===== config.mk =====
export PLATFORM = sky130hd
export DESIGN_NAME = result_byte_serializer
export DESIGN_NICKNAME = d
export VERILOG_FILES = /design/src/rtl/serializer_pkg.sv /design/src/rtl/result_byte_serializer.sv
export SDC_FILE = /design/constraint.sdc
export NUM_CORES = 1
export LEC_CHECK = 0
export CAP_MARGIN = 20
export CORE_AREA = 2 2 66 68
export DETAILED_ROUTE_END_ITERATION = 7
export DIE_AREA = 0 0 68 70
export GPL_ROUTABILITY_DRIVEN = 0
export GPL_TIMING_DRIVEN = 0
export PLACE_DENSITY = 0.82
export SLEW_MARGIN = 20
export SYNTH_ARGS = -nofsm -noshare
export SYNTH_HDL_FRONTEND = slang
export SYNTH_SLANG_ARGS = --single-unit

===== constraint.sdc =====
create_clock -name clk -period 3.5 [get_ports clk]
set_input_delay 0.35 -clock clk [delete_from_list [all_inputs] [get_ports clk]]
set_output_delay 0.35 -clock clk [all_outputs]
set_load 0.01 [all_outputs]

===== src/rtl/serializer_pkg.sv =====
// serializer_pkg: shared types and constants for the result byte serializer
package serializer_pkg;
   localparam int BYTE_W = 8;
   typedef enum logic [2:0] {IDLE, WAIT_FREE, START, WAIT_ACK, WAIT_DONE, DONE} state_t;
endpackage


===== src/rtl/result_byte_serializer.sv =====
// result_byte_serializer: latches a result word and hands it byte by byte to a UART via start/busy
module result_byte_serializer
   import serializer_pkg::*;
#(
   parameter int DATA_WIDTH = 32,
   parameter bit MSB_FIRST  = 1'b1
) (
   input  logic                  clk,
   input  logic                  reset,
   input  logic                  begin_transmission,
   input  logic [DATA_WIDTH-1:0] result,
   input  logic                  tx_busy,
   output logic [BYTE_W-1:0]     tx_data,
   output logic                  tx_start,
   output logic                  tx_sent,
   output logic                  busy
);
   localparam int NBYTES = DATA_WIDTH / BYTE_W;
   localparam int CW = NBYTES > 1 ? $clog2(NBYTES) : 1;
   localparam logic [CW-1:0] LAST = CW'(NBYTES - 1);

   if (DATA_WIDTH < BYTE_W || DATA_WIDTH % BYTE_W != 0) begin : g_bad_width
      $fatal(1, "DATA_WIDTH must be a non-zero multiple of 8");
   end

   state_t                state, nxt;
   logic [DATA_WIDTH-1:0] shreg;
   logic [CW-1:0]         cnt;
   logic [BYTE_W-1:0]     lead_byte;
   logic [DATA_WIDTH-1:0] shifted;
   logic                  accept, load, advance;

   assign lead_byte = MSB_FIRST ? shreg[DATA_WIDTH-1 -: BYTE_W] : shreg[BYTE_W-1:0];
   assign shifted   = MSB_FIRST ? shreg << BYTE_W : shreg >> BYTE_W;
   assign accept    = state == IDLE && begin_transmission;
   assign load      = state == WAIT_FREE && !tx_busy;
   assign advance   = state == WAIT_DONE && !tx_busy && cnt != LAST;
   assign busy      = state != IDLE;

   // state register
   always_ff @(posedge clk or negedge reset) begin
      if (!reset) state <= IDLE;
      else        state <= nxt;
   end

   // next-state logic: one byte per WAIT_FREE..WAIT_DONE round, DONE after the last
   always_comb begin
      nxt = state;
      case (state)
         IDLE:      nxt = begin_transmission ? WAIT_FREE : IDLE;
         WAIT_FREE: nxt = tx_busy ? WAIT_FREE : START;
         START:     nxt = WAIT_ACK;
         WAIT_ACK:  nxt = tx_busy ? WAIT_DONE : WAIT_ACK;
         WAIT_DONE: nxt = tx_busy ? WAIT_DONE : (cnt == LAST ? DONE : WAIT_FREE);
         DONE:      nxt = IDLE;
         default:   nxt = IDLE;
      endcase
   end

   // datapath: word latch, byte shift, counter and registered UART strobes
   always_ff @(posedge clk or negedge reset) begin
      if (!reset) begin
         shreg    <= '0;
         cnt      <= '0;
         tx_data  <= '0;
         tx_start <= 1'b0;
         tx_sent  <= 1'b0;
      end else begin
         tx_start <= nxt == START;
         tx_sent  <= nxt == DONE;
         if (accept) begin
            shreg <= result;
            cnt   <= '0;
         end else if (advance) begin
            shreg <= shifted;
            cnt   <= cnt + CW'(1);
         end
         if (load) tx_data <= lead_byte;
      end
   end
endmodule


# == Yosys cells after proc, flatten, opt, wreduce, memory -nomap -nowiden ==
# Cells that the tools add are included.
# totals
ff_bits,47
inputBits,36
output_inout_bits,11
word_cells,33
# op_classes
add_sub_neg,1
eq_ne,8
n_mux,10
n_reduce_logical,8
# op_table
op,n
32-bit 2-to-1 mux,2
3-bit one-hot mux with 5 select lines,1
3-bit by 2-bit == test with 1-bit output (second input constant),3
3-bit 2-to-1 mux,3
3-bit == test (second input constant),2
2-bit 2-to-1 mux,3
1-bit logical AND,4
3-bit by 1-bit == test with 1-bit output (second input constant),1
3-bit logical NOT,1
3-bit nonzero test,1
2-bit by 1-bit adder with 2-bit output (second input constant),1
2-bit == test (second input constant),1
2-bit != test (second input constant),1
2-bit nonzero test,1
1-bit logical NOT,1
1-bit 2-to-1 mux,1

# == Depth between registers and ports, before layout ==
# Gate-level depths: netlist of the first run.
# depth
ltp_word,5
ltp_mapped,6
ltp_nobuf,4

# == Worst setup path after synthesis of the first run ==
# OpenSTA, ideal clock, no wires.
# synth_path
path_kind,register to register
from,register state[2]
to,register shreg[16]
arrival_ps,1393
setup_slack_ps,1981
path_stages_with_launch,6
path_cell_list,dfrtp_1 buf_6 nor4b_4 a21oi_2 buf_6 a221o_1
# synth_via
elab_chain_cells,4
elab_cells_between_ends,7
classes_between,eq/ne: 1; mux: 1; reduce/logical: 5
# synth_rtl
item,line_no,source
start: declaration,result_byte_serializer.sv:26,"state_t state, nxt;"
start signal: assignment,result_byte_serializer.sv:43,else state <= nxt;
3-bit == test,result_byte_serializer.sv:37,assign advance = state == WAIT_DONE && !tx_busy && cnt != LAST;
1-bit logical AND (2 in a row),result_byte_serializer.sv:37,
2-bit nonzero test (no line),--,
end signal: assignment,result_byte_serializer.sv:72,shreg <= result;
end signal: assignment,result_byte_serializer.sv:75,shreg <= shifted;
end: declaration,result_byte_serializer.sv:27,logic [DATA_WIDTH-1:0] shreg;
# Several ways; a longest one is shown, not always the timed one.
# A chain may end at the register's enable or synchronous reset.

# == Final worst setup path of the first run ==
# layout_path
from,register state[2]
to,output port busy
# layout_via
elab_chain_cells,1
# layout_rtl
item,line_no,source
3-bit nonzero test,result_byte_serializer.sv:38,assign busy = state != IDLE;
end: declaration,result_byte_serializer.sv:16,output logic busy
# Every way passes these cells.

==> out/results.txt, run 1 <==
Worst-path maximum fanout - 10
FF+latch count, synth - 47
Clock buffer depth - 2
Syn-to-layout area delta - 30.2%
Crit path cell chain - buf_6 -> or3_1 -> clkdlybuf4s50_1
Router iterations before antenna repair - 4
Resized Gates After CTS - 0
Status - finished, final reports clean
IO Pins - 47
Avg WL per Cell - 14.7 um
Crit Path Class - reg -> out
Die width - 68 um
Hold Buf Count CTS - 0
Initial Util - 50.2%
Gr usage total - 19.0%
Final Setup Violations - 0
PortBufs - 46
CTS tree - yes
Largest area contributor in the netlist - dfrtp_1
Reg2Reg Launch Point - state[2]$_DFF_PN0_
Largest net degree at the start of global routing - 28
Min Hold Slack - 10.6 ps
Diodes inserted - 0
Initial antenna violation count - 0
Startpoint type of the worst setup path - register
Final period util - 57.4%
Total Die Area - 0.00476 mm^2
Gr ovfl total - 0
Leakage - 1.20 nW
Worst skew pair latency - 290 ps
Clock Root Buffer - clkbuf_8
Fmax - 498 MHz
Critical path's top delay family - buffers and inverters
Worst Hold Class - in -> async
Post-synth top area share - 56.6%
R2r endpoint - shreg[26]$_DFFE_PN0P_
Commonest cells after routing, fill and taps aside - dfrtp_1, clkdlybuf4s50_1, and2_1, a221o_1, nand2_1
Most common cell after layout, fill and taps aside - dfrtp_1
Worst EP arrival - 1660 ps
Fin Setup TNS - 0 ps
DRC viols - 0
Clk sinks - 47
Mapped Area - 0.00208 mm^2
Unique masters post-synth - 26
Clock-pin slew of the registers on the worst-case setup and hold paths - 80 ps
R2R depth - 5
Post-Synthesis Cells - 167
Vias in the first global route - 1,439
Number of max-cap violations - 0
Post-synthesis average cell area - 12.5 um^2
Share of post-route cells with drive strength above 1 - 14.9%
Syn_nets - 204
First-pass GRT wire length - 6640 um
Rel. slew slack - 67.7%
Flop-to-flop setup slack - 1800 ps
Setup Buffers After CTS - 0
Core box area - 0.00414 mm^2
Buf/Inv on CP - 2
Pins over their slew limit - 0
H-Tree Depth - 2
Final hold violation count - 0
Drt total wl - 4020 um
Slew @ Worst Pin - 485 ps
Slowest stage delay, CP - 480 ps
Core Rows - 24
Initial drt markers - 102
Min Tclk post-route - 2010 ps
Slowest cell on crit path - clkdlybuf4s50_1
RSZ-0062 raised after global routing - no
Inserted Clock Buffers - 5
Via count - 1,460
Synth area leaders - dfrtp_1, a221o_1, and2_1
Number of synthesis warnings - 0
Worst path required time - 3150 ps
Die Ht - 70 um
VDD IR-drop max - 362 uV
Worst clock skew - 5.04 ps
Nets - 258
CP endpoint kind - primary output
Register area share after synthesis - 56.6%
Power density cells - 738 mW/mm^2
Vias/cell - 5.35
Final HPWL DP - 3000 um
ANT nets after route - 0
==> worst register-to-register path, cell delays in order (launching register included) <==
cell and delay, ps:
dfrtp_1 390, buf_6 140, nor4b_4 420, a21oi_2 160, buf_6 180, a221o_1 300
==> where the power goes <==
| group | switching, W | internal [W] | total [W] |
|---|---|---|---|
| Combinational | 0.000322 | 0.000447 | 0.000769 |
| Clock | 0.000166 | 0.000155 | 0.000321 |
| Sequential | 0.000130 | 0.000779 | 0.000909 |
==> per-stage QoR <==
stage / setup slack, ps / util (%) / area, um^2 / power (W) / std cells
after global placement: 862 / 62.9 / 2610 / 0.00165 / 265
after detailed placement: 1390 / 63.2 / 2620 / 0.00169 / 266
after floorplan: 1980 / - / 2080 / 0.00141 / 167
final: 1490 / 65.3 / 2710 / 0.00200 / 273
after global routing: 1420 / 65.3 / 2710 / 0.00213 / 273
after CTS: 1480 / 65.3 / 2710 / 0.00201 / 273
==> how the worst max path moves through the flow <==
stage | start | to | cells after the start | slack, ps
2_1_floorplan | state[2]$_DFF_PN0_ | shreg[16]$_DFFE_PN0P_ | 5 | 1980
3_3_place_gp | reset | state[2]$_DFF_PN0_ | 1 | 860
3_5_place_dp | tx_busy | shreg[26]$_DFFE_PN0P_ | 5 | 1390
4_1_cts | state[2]$_DFF_PN0_ | busy | 3 | 1480
5_1_grt | state[2]$_DFF_PN0_ | busy | 3 | 1420
6_report | state[2]$_DFF_PN0_ | busy | 3 | 1490
==> registers in the layout, indices dropped and copies added, names as in the netlist <==
name      cells
cnt           2
tx_data       8
tx_start      1
state         3
tx_sent       1
shreg        32
==> synthesized netlist by cell type <==
| master | number |
|---|---|
| buf_2 | 3 |
| ha_1 | 1 |
| nor3b_1 | 1 |
| mux2i_1 | 1 |
| a221o_1 | 24 |
| a22o_1 | 1 |
| or4b_1 | 1 |
| nor2b_1 | 2 |
| inv_1 | 2 |
| nand2_1 | 17 |
| a32o_1 | 1 |
| clkbuf_1 | 2 |
| dfrtp_1 | 47 |
| o22ai_1 | 1 |
| mux2_2 | 9 |
| buf_6 | 6 |
| a2bb2oi_1 | 1 |
| nor4b_4 | 2 |
| a21oi_1 | 1 |
| or3_1 | 1 |
| nand3_1 | 1 |
| nor2_1 | 3 |
| a21oi_2 | 1 |
| o21ai_1 | 9 |
| and2_1 | 26 |
| buf_4 | 3 |
==> layer usage <==
metal	vias up	GRT usage [%]	wire, um
met5	-	0	0
met4	0	7.33	62
li1	712	-	-
met2	59	28.4	1870
met1	683	26.1	1800
met3	6	5.48	277
==> kinds of logic (layout without fill, tap and decap cells) <==
family / after synthesis / after routing / synth area share [%]
AO/OA/AOI/OAI: 39 / 39 / 16.0
adder cells (fa/ha/maj): 1 / 1 / 0.602
buffers and inverters: 16 / 70 / 5.78
flip-flops: 47 / 47 / 56.6
multiplexers: 10 / 10 / 5.36
AND/OR/NAND/NOR: 54 / 54 / 15.7
==> area by class of cell <==
type	count	area, um^2
fillers	363	1440
flip-flops and latches	47	1180
multi-input cells	104	783
repair buffers	47	475
plain buffers	14	113
clock buffers	6	82.6
well taps	52	65.1
inverters	2	7.51
clock inverters	1	5.00
(Power assumes the default switching activity.)
==> inputs of run 2 (changes only) <==
Settings changed: CORE_AREA 2 2 66 68 to 2 2 71 73, DIE_AREA 0 0 68 70 to 0 0 73 75, PLACE_DENSITY 0.82 to 0.75.
Clock period 3.5 ns to 1.6 ns, I/O delays scaled along.
==> out/results.txt, run 2 (synthesis results as in run 1) <==
Status - finished with violations
Violated checks - setup timing
Slew @ Worst Pin - 534 ps
CP endpoint kind - register
Min Tclk post-route - 1660 ps
Vias/cell - 5.31
Final period util - 104%
Gr ovfl total - 0
Initial antenna violation count - 0
Reg with most FFs - shreg
Core Rows - 25
Fin Setup TNS - -815 ps
Clock buffer depth - 2
Worst Hold Class - in -> async
Nets - 267
Pins over their slew limit - 0
Avg WL per Cell - 16.0 um
Final Setup Violations - 27
Launch point of the critical path - tx_busy
Power density cells - 1670 mW/mm^2
Slowest cell on crit path - clkdlybuf4s50_1
Vias in the first global route - 1,550
Fill cells - 401
CTS tree - yes
Clk sinks - 47
H-Tree Depth - 2
ANT nets after route - 0
Worst clock skew - 6.62 ps
Gr usage total - 18.3%
PnR worst setup slack - -61.3 ps
Startpoint type of the worst setup path - input port
Worst-path maximum fanout - 6
Crit path cell chain - clkdlybuf4s50_1 -> nor4b_4 -> a21oi_4 -> buf_6 -> a221o_1
Die Ht - 75 um
Footprint of the multi-input gates - 808 um^2
RSZ-0062 raised after global routing - yes
Most common cell after layout, fill and taps aside - dfrtp_1
Worst path required time - 1780 ps
Clock-pin slew of the registers on the worst-case setup and hold paths - 90 ps
Number of max-cap violations - 0
IO Pins - 47
First-pass GRT wire length - 7380 um
Via count - 1,514
Syn-to-layout area delta - 37.1%
Initial Util - 44.6%
Fmax - 602 MHz
Router iterations before antenna repair - 4
Inserted Clock Buffers - 5
Commonest cells after routing, fill and taps aside - dfrtp_1, clkdlybuf4s50_1, and2_1, a221o_1, nand2_1
Leakage - 1.28 nW
Slowest stage delay, CP - 580 ps
Share of post-route cells with drive strength above 1 - 20.3%
Critical path's top delay family - buffers and inverters
Rel. slew slack - 64.4%
Area after DPL - 0.00262 mm^2
Final HPWL DP - 3100 um
DRC viols - 0
PortBufs - 46
Design Area, Final - 0.00285 mm^2
VDD IR-drop max - 631 uV
Initial drt markers - 102
Core box area - 0.00466 mm^2
Worst skew pair latency - 300 ps
Register area - 0.00118 mm^2
Die width - 73 um
Buf/Inv on CP - 2
Final hold violation count - 0
Reg2Reg Launch Point - state[0]$_DFF_PN0_
Crit Path Class - in -> reg
Clock Root Buffer - clkbuf_8
Diodes inserted - 0
Number of flip-flops in the largest register - 32
Largest regs - shreg: 32 flops, tx_data: 8 flops, state: 3 flops
Drt total wl - 4570 um
Largest net degree at the start of global routing - 27
Worst EP arrival - 1840 ps
Total Die Area - 0.00548 mm^2
run 2: timing repair:
action | 4_1_cts | 5_1_grt
pin swaps | 4 | 0
endpoints found under the setup margin | 24 | 42
gates cloned | 3 | 1
endpoints found under the hold margin | 21 | 0
gates resized for setup | 12 | 9
hold buffers | 1 | 0
buffers inserted | 6 | 2
run 2: final cells by class:
type | instances | share of cell area, %
buffer | 10 | 3.73
clock buffer | 5 | 2.41
clock inverter | 3 | 1.67
inverter | 2 | 0.263
multi-input combinational | 104 | 28.3
sequential | 47 | 41.2
tap | 54 | 2.37
timing repair buffer | 60 | 20.0
run 2: power by group:
| part | switching [W] | leakage [nW] | internal, W | total (W) |
|---|---|---|---|---|
| sequential | 0.000290 | 0.594 | 0.00170 | 0.00199 |
| clock | 0.000418 | 0.0587 | 0.000474 | 0.000892 |
| combinational | 0.000784 | 0.624 | 0.00111 | 0.00189 |
| total | 0.00149 | 1.28 | 0.00328 | 0.00478 |
run 2: worst paths after layout:
check,to,slack [ps],cells after the start
worst max register to register,shreg[23]$_DFFE_PN0P_,-50,5
worst min register to register,tx_data[4]$_DFFE_PN0P_,510,1
min in group clk,shreg[5]$_DFFE_PN0P_,390,3
worst max-delay path,shreg[23]$_DFFE_PN0P_,-60,5
max in group asynchronous,state[0]$_DFF_PN0_,720,3
worst min-delay path,cnt[0]$_DFFE_PN0P_,360,2
run 2: stage by stage:
stage / worst slack, ps / hold slack [ps] / std cells / utilization (%) / total power [W]
floorplan: 81.3 / -136 / 167 / - / 0.00309
global placement: -878 / 485 / 267 / 55.9 / 0.00362
detailed placement: -317 / 164 / 268 / 56.3 / 0.00371
CTS: -14.0 / 369 / 284 / 60.6 / 0.00471
global route: -107 / 392 / 285 / 61.2 / 0.00508
finish: -61.3 / 364 / 285 / 61.2 / 0.00478
run 2: layer usage:
layer | GRT usage [%] | vias up | share of wire (%)
met5 | 0 | - | 0
met4 | 6.79 | 0 | 1.5
met3 | 4.82 | 6 | 3.5
met2 | 30.0 | 38 | 49
met1 | 23.6 | 733 | 46
li1 | - | 737 | -
run 2: worst register-to-register path, delay by kind of cell (launching register included):
family	cells	cell delay, ps
AOI/OAI and AO/OA	2	470
buffers and inverters	2	310
DFF	1	380
and+or+nand+nor	1	380
